===== src/rtl/input_conditioner_if.sv =====
// Raw asynchronous inputs and conditioned outputs of the input conditioner.
// The master side drives the raw inputs; the slave side is the conditioner itself.
interface input_conditioner_if;
   logic sensor;
   logic walk_request;
   logic reprogram;
   logic sensor_sync;
   logic walk_request_sync;
   logic reprogram_sync;

   modport master (
      output sensor, walk_request, reprogram,
      input  sensor_sync, walk_request_sync, reprogram_sync
   );

   modport slave (
      input  sensor, walk_request, reprogram,
      output sensor_sync, walk_request_sync, reprogram_sync
   );
endinterface


===== src/rtl/input_conditioner.sv =====
// Two-flop synchroniser plus per-channel debounce FSM for sensor, walk and reprogram inputs.
// Channel 0 (sensor) yields a debounced level; channels 1/2 yield one pulse per accepted press.
module input_conditioner #(
   parameter int DEBOUNCE_CYCLES = 16,
   parameter int CNT_W           = 5
) (
   input  logic                 clk,
   input  logic                 reset,
   input_conditioner_if.slave   io
);

   typedef enum logic [1:0] {
      IDLE    = 2'd0,
      CONF_HI = 2'd1,
      HIGH    = 2'd2,
      CONF_LO = 2'd3
   } state_t;

   localparam logic [CNT_W-1:0] CNT_ZERO = {CNT_W{1'b0}};
   localparam logic [CNT_W-1:0] CNT_ONE  = CNT_W'(1);
   localparam logic [CNT_W-1:0] CNT_LAST = CNT_W'(DEBOUNCE_CYCLES - 1);

   logic [2:0]       raw_s;
   logic [2:0]       s1_r;
   logic [2:0]       s2_r;
   state_t           state_r     [3];
   state_t           state_nxt_s [3];
   logic [CNT_W-1:0] cnt_r       [3];
   logic [CNT_W-1:0] cnt_nxt_s   [3];
   logic             sensor_sync_r;
   logic             walk_sync_r;
   logic             reprogram_sync_r;

   assign raw_s = {io.reprogram, io.walk_request, io.sensor};

   // Two-stage synchroniser for all three raw inputs
   always_ff @(posedge clk or negedge reset) begin
      if (!reset) begin
         s1_r <= 3'b000;
         s2_r <= 3'b000;
      end else begin
         s1_r <= raw_s;
         s2_r <= s1_r;
      end
   end

   // Debounce next-state and counter logic, one identical FSM per channel
   always_comb begin
      for (int i = 0; i < 3; i++) begin
         state_nxt_s[i] = state_r[i];
         cnt_nxt_s[i]   = cnt_r[i];
         case (state_r[i])
            IDLE: begin
               if (s2_r[i]) begin
                  state_nxt_s[i] = CONF_HI;
                  cnt_nxt_s[i]   = CNT_ONE;
               end else begin
                  cnt_nxt_s[i]   = CNT_ZERO;
               end
            end
            CONF_HI: begin
               if (!s2_r[i]) begin
                  state_nxt_s[i] = IDLE;
                  cnt_nxt_s[i]   = CNT_ZERO;
               end else if (cnt_r[i] == CNT_LAST) begin
                  state_nxt_s[i] = HIGH;
                  cnt_nxt_s[i]   = CNT_ZERO;
               end else begin
                  cnt_nxt_s[i]   = cnt_r[i] + CNT_ONE;
               end
            end
            HIGH: begin
               if (!s2_r[i]) begin
                  state_nxt_s[i] = CONF_LO;
                  cnt_nxt_s[i]   = CNT_ONE;
               end else begin
                  state_nxt_s[i] = HIGH;
               end
            end
            CONF_LO: begin
               if (s2_r[i]) begin
                  state_nxt_s[i] = HIGH;
                  cnt_nxt_s[i]   = CNT_ZERO;
               end else if (cnt_r[i] == CNT_LAST) begin
                  state_nxt_s[i] = IDLE;
                  cnt_nxt_s[i]   = CNT_ZERO;
               end else begin
                  cnt_nxt_s[i]   = cnt_r[i] + CNT_ONE;
               end
            end
            default: begin
               state_nxt_s[i] = IDLE;
               cnt_nxt_s[i]   = CNT_ZERO;
            end
         endcase
      end
   end

   // FSM state and counter registers
   always_ff @(posedge clk or negedge reset) begin
      if (!reset) begin
         for (int i = 0; i < 3; i++) begin
            state_r[i] <= IDLE;
            cnt_r[i]   <= CNT_ZERO;
         end
      end else begin
         for (int i = 0; i < 3; i++) begin
            state_r[i] <= state_nxt_s[i];
            cnt_r[i]   <= cnt_nxt_s[i];
         end
      end
   end

   // Outputs are registered from the transition itself so they appear the cycle the FSM enters HIGH
   always_ff @(posedge clk or negedge reset) begin
      if (!reset) begin
         sensor_sync_r    <= 1'b0;
         walk_sync_r      <= 1'b0;
         reprogram_sync_r <= 1'b0;
      end else begin
         sensor_sync_r    <= (state_nxt_s[0] == HIGH) || (state_nxt_s[0] == CONF_LO);
         walk_sync_r      <= (state_r[1] == CONF_HI) && (state_nxt_s[1] == HIGH);
         reprogram_sync_r <= (state_r[2] == CONF_HI) && (state_nxt_s[2] == HIGH);
      end
   end

   assign io.sensor_sync       = sensor_sync_r;
   assign io.walk_request_sync = walk_sync_r;
   assign io.reprogram_sync    = reprogram_sync_r;

endmodule


===== src/flat_wrapper.sv =====
// flat-port wrapper written by rule: the top's interface ports become plain ports
module input_conditioner_flat 
#(
   parameter int DEBOUNCE_CYCLES = 16,
   parameter int CNT_W           = 5
)
  (clk, reset, io_sensor, io_walk_request, io_reprogram, io_sensor_sync, io_walk_request_sync, io_reprogram_sync);
  input_conditioner_if io_i ();
  input  logic clk;
  input  logic reset;
  input wire logic [$bits(io_i.sensor)-1:0] io_sensor;
  input wire logic [$bits(io_i.walk_request)-1:0] io_walk_request;
  input wire logic [$bits(io_i.reprogram)-1:0] io_reprogram;
  output wire logic [$bits(io_i.sensor_sync)-1:0] io_sensor_sync;
  output wire logic [$bits(io_i.walk_request_sync)-1:0] io_walk_request_sync;
  output wire logic [$bits(io_i.reprogram_sync)-1:0] io_reprogram_sync;
  assign io_i.sensor = io_sensor;
  assign io_i.walk_request = io_walk_request;
  assign io_i.reprogram = io_reprogram;
  assign io_sensor_sync = io_i.sensor_sync;
  assign io_walk_request_sync = io_i.walk_request_sync;
  assign io_reprogram_sync = io_i.reprogram_sync;
  input_conditioner #(.DEBOUNCE_CYCLES(DEBOUNCE_CYCLES), .CNT_W(CNT_W)) u_core (.clk(clk), .reset(reset), .io(io_i));
endmodule

===== config.mk =====
export PLATFORM = sky130hd
export DESIGN_NAME = input_conditioner_flat
export DESIGN_NICKNAME = d
export VERILOG_FILES = /design/src/rtl/input_conditioner_if.sv /design/src/rtl/input_conditioner.sv /design/src/flat_wrapper.sv
export SDC_FILE = /design/constraint.sdc
export NUM_CORES = 1
export LEC_CHECK = 0
export BUFFER_PORTS_ARGS = -buffer_cell sky130_fd_sc_hd__buf_2
export CAP_MARGIN = 15
export CORE_AREA = 2 2 51 53
export DETAILED_ROUTE_END_ITERATION = 10
export DIE_AREA = 0 0 53 55
export PLACE_DENSITY = 0.76
export SLEW_MARGIN = 20
export SYNTH_ARGS = -nofsm -noshare
export SYNTH_HDL_FRONTEND = slang
export SYNTH_SLANG_ARGS = --single-unit

===== constraint.sdc =====
create_clock -name clk -period 3.4 [get_ports clk]
set_clock_uncertainty 0.05 [all_clocks]
set_input_delay 0.17 -clock clk [delete_from_list [all_inputs] [get_ports clk]]
set_output_delay 0.17 -clock clk [all_outputs]
set_load 0.01 [all_outputs]

After elaboration in Yosys (flattened, before gate mapping)

Cells that the tools add are included.

Bits in writable memories: 0
Bits in latches: 0
Input port bits: 5
Memory bits (read-only): 0
Output and inout bits: 3
Word-level logic and storage cells: 78
Flip-flop bits (word level): 30
Memories kept: 0

Order comparisons: 0
Muxes and demuxes: 39
Multipliers: 0
Divide/modulo/power cells: 0
Reductions and logical operators: 6
$add $sub $neg: 3
Eq/ne operators: 19
Bitwise operators: 0
Shift-type cells: 0

Operators with widths:

| cell                | number |
|---|---|
| $mux 5              | 12 |
| $pmux 5 s4          | 3 |
| $mux 2              | 15 |
| $pmux 2 s4          | 3 |
| $eq 2x2->1 const B  | 10 |
| $add 5x1->5 const B | 3 |
| $eq 5x4->1 const B  | 3 |
| $eq 2x1->1 const B  | 3 |
| $logic_not 2->1     | 3 |
| $mux 1              | 6 |
| $ne 2x2->1 const B  | 3 |
| $logic_and 1x1->1   | 2 |
| $logic_or 1x1->1    | 1 |

Logic depth before layout (Yosys ltp)

Depth in word-level cells: 6
Depth in mapped cells: 4
Depth with buffers taken out: 4

Worst setup path after synthesis

Ideal clock, no wire load.

Kind: reg-to-reg
Start point: reg u_core.cnt_r[5] (netlist name)
End point: reg u_core.state_r[3] (netlist name)
Cell stages (with the launch flop): 5
Arrival: 1.201 ns
Slack: 2.025 ns
Period minus slack after synthesis: 1.375 ns
Buffers on the path: 0
Data required time: 3.225 ns
Library setup time: 0.125 ns
Path through: dfrtp_1 -> ha_1 -> and4b_1 -> nand2_1 -> mux2_2

RTL lines:

| item                              | line                     | RTL |
|---|---|---|
| from (decl)                       | input_conditioner.sv:28  | `logic [CNT_W-1:0] cnt_r [3];` |
| from (signal, indexed assignment) | input_conditioner.sv:109 | `cnt_r[i] <= cnt_nxt_s[i];` |
| to (signal, indexed assignment)   | input_conditioner.sv:108 | `state_r[i] <= state_nxt_s[i];` |
| to (decl)                         | input_conditioner.sv:26  | `state_t state_r [3];` |

==> impl_metrics.tcl <==
set metrics [dict create \
    status "finished, final reports clean" \
    ys_ff_latch 30 \
    yosys.area.top_type_share 0.552 \
    crit_path_max_incr_delay_ps 420 \
    final_cell_mix "dfrtp_1, nand2_1, o21ai_0" \
    post_dp_cell_area_um2 1410 \
    htreeDepth 2 \
    cts_tree "done" \
    area_growth_pct 10.9 \
    final_cell_area_um2 1510 \
    grt_max_degree 31 \
    cp-start-kind "flip-flop" \
    cts-root-buf "clkbuf_4" \
    worst_ir_drop_vdd_uv 307 \
    setup_violations 0 \
    pwr-share-seq 0.601 \
    layout.cells.most_common "dfrtp_1" \
    top_layer "met4" \
    drt-vias-per-instance 5.48 \
    cp_top_family "flip-flops" \
    internal-power_mw 0.483 \
    pwr-share-comb 0.051 \
    fin_setup_tns_ps 0 \
    dp_hpwl_um 1400 \
    antenna_left 0 \
    worstPathCellList "ha_1, and4b_1, nand2_1, mux2_2" \
    clockPowerShare 0.348 \
    grt_pass1_wl_um 3600 \
    drc_errors 0 \
    hold_class "reg2reg" \
    max_freq_ghz 0.686 \
    finalHoldViolCount 0 \
    wl_met1_um 949 \
    yosysWarnings 0 \
    ys_seq_area_frac 0.552 \
    syn_avg_cell_area_um2 12.0 \
    insertion_delay_ps 330 \
    p_leak_nw 0.720 \
    synth.area.top_cells "dfrtp_1, nand3b_1, o21ai_0" \
    antenna_found_initial 0 \
    power.total_mw 0.630 \
    register_area_um2 751 \
    die_w_um 53 \
    syn_inst 113 \
    wl_per_cell_um 12.9 \
    p_sw_mw 0.147 \
    slew_violations 0 \
    path_class "reg2reg" \
    cellPowerDensity_nw_per_um2 418 \
    multiInputGateArea_um2 573 \
    drt_pass1_iterations 4 \
    io_pins 8 \
    dieArea_um2 2920 \
    wl_met3_um 92 \
    cts_buffer_depth 2 \
    rrSetupSlack_ps 1940 \
    drive_gt1_frac 0.164 \
    critPathBufInv 0 \
    grt_remaining_overflow 0 \
    numCtsBuffers 5 \
    groute.usage.overall 0.181 \
    wl_um 2050 \
    yosys.area.top_type "dfrtp_1" \
    switching_share 0.233 \
    rsz0062_at_grt "no" \
    diodes 0 \
    path_clk_slew_ps 90 \
    cap_violations 0 \
    place.gp.congestion 0.800 \
    final_nets 135 \
    coreArea_um2 2360 \
    vias 866 \
    rows 18 \
    required_ps 3570 \
    cts_sinks 30 \
    cp.arrival_ps 1630 \
    worst_pin_slew_ps 623 \
    slew_headroom 0.585 \
    io_buffers 7 \
    syn_nets 121 \
    whs_ps 312 \
    critPathSlowestCell "dfrtp_1" \
    synth_cell_types 31 \
    fill_cells 206 \
    synth.cell_area_um2 1360 \
    die_h_um 55 \
    grt_pass1_vias 853 \
    met2WireLength_um 950 \
    path_max_fanout 4 \
    start_util 0.575 \
    fin_crit_sh 0.429 \
    post_cts_buffers 0 \
    end_kind "flip-flop" \
    drtIter0Drc 15 \
    fin_crit_ps 1460 \
]
layer usage:
layer,track usage,up-vias
met3,0.0833,6
met1,0.211,419
met5,0,-
li1,-,427
met4,0.0983,0
met2,0.279,14
synth_stat cells (all sizes together):
cell type  number
xnor2           4
mux2            4
and4b           3
a32o            1
a31oi           1
and3b           5
nor3b           1
inv             3
nand3b          8
a32oi           1
nand2b          2
nor2b           1
nand2          10
and2            1
clkbuf          1
a21oi           2
nor3            1
dfrtp          30
o31ai           3
buf             3
nand3           5
a21boi          1
o21ai           9
o211a           3
xor2            5
ha              3
o21a            2
cells by family (layout without fill, tap and decap cells):
kind of cell	after synthesis	count (layout)	share of synthesized area
AOI/OAI and AO/OA	23	23	0.114
buffers and inverters	7	22	0.0267
DFF	30	30	0.552
adders and majority gates	3	3	0.0276
muxes	4	4	0.0386
xor gates and xnor gates	9	9	0.0580
and+or+nand+nor	37	37	0.183
power groups by stage:
stage | Sequential [mW] | Clock [mW] | Combinational, mW
floorplan | 0.381 | 0 | 0.0209
finish | 0.378 | 0.219 | 0.0324
detailed placement | 0.385 | 0 | 0.0299
global route | 0.381 | 0.247 | 0.0388
global placement | 0.385 | 0 | 0.0290
CTS | 0.378 | 0.230 | 0.0335
stage by stage:
step                std cells  utilization  setup slack (ps)
finish                    158        0.638              1940
global route              158        0.638              1900
CTS                       158        0.638              1940
detailed placement        146        0.595              1960
global placement          146        0.595              1990
floorplan                 113            -              2020
final cells by class:
| cell class | instances | share of cell area |
|---|---|---|
| clock inverters | 1 | 0.00332 |
| flip-flops and latches | 30 | 0.498 |
| well taps | 30 | 0.0249 |
| inverters | 3 | 0.00747 |
| multi-input cells | 76 | 0.380 |
| clock buffers | 7 | 0.0365 |
| repair buffers | 11 | 0.0498 |
worst reg2reg max path, delay by kind of cell (launching register included):
family | cells | cell delay (ps)
DFF | 1 | 420
muxes | 1 | 330
and+or+nand+nor | 2 | 300
adders and majority gates | 1 | 250
repair_timing:
item / CTS / global route
hold buffers: 4 / 0
resized for setup: 0 / 0
endpoints found under the hold margin: 33 / 0
path summary, 6_finish.rpt:
check / from / end / cells after the start
setup / recovery: u_core.cnt_r[5]$_DFFE_PN0P_ / u_core.state_r[3]$_DFF_PN0_ / 4
hold / removal: u_core.s1_r[0]$_DFF_PN0_ / u_core.s2_r[0]$_DFF_PN0_ / 0
setup reg to reg: u_core.cnt_r[5]$_DFFE_PN0P_ / u_core.state_r[3]$_DFF_PN0_ / 4
max in group asynchronous: reset / u_core.s2_r[2]$_DFF_PN0_ / 2
hold reg to reg: u_core.s1_r[0]$_DFF_PN0_ / u_core.s2_r[0]$_DFF_PN0_ / 0
min in group asynchronous: reset / u_core.state_r[2]$_DFF_PN0_ / 2
state kept, by name, summed over array words and instances, names as in the netlist:
register and flops:
u_core.cnt_r 15, u_core.state_r 6, u_core.s1_r 3, u_core.s2_r 3, u_core.io.reprogram_sync 1, u_core.io.sensor_sync 1, u_core.io.walk_request_sync 1
Note: power is estimated with default switching activity, not from simulation.
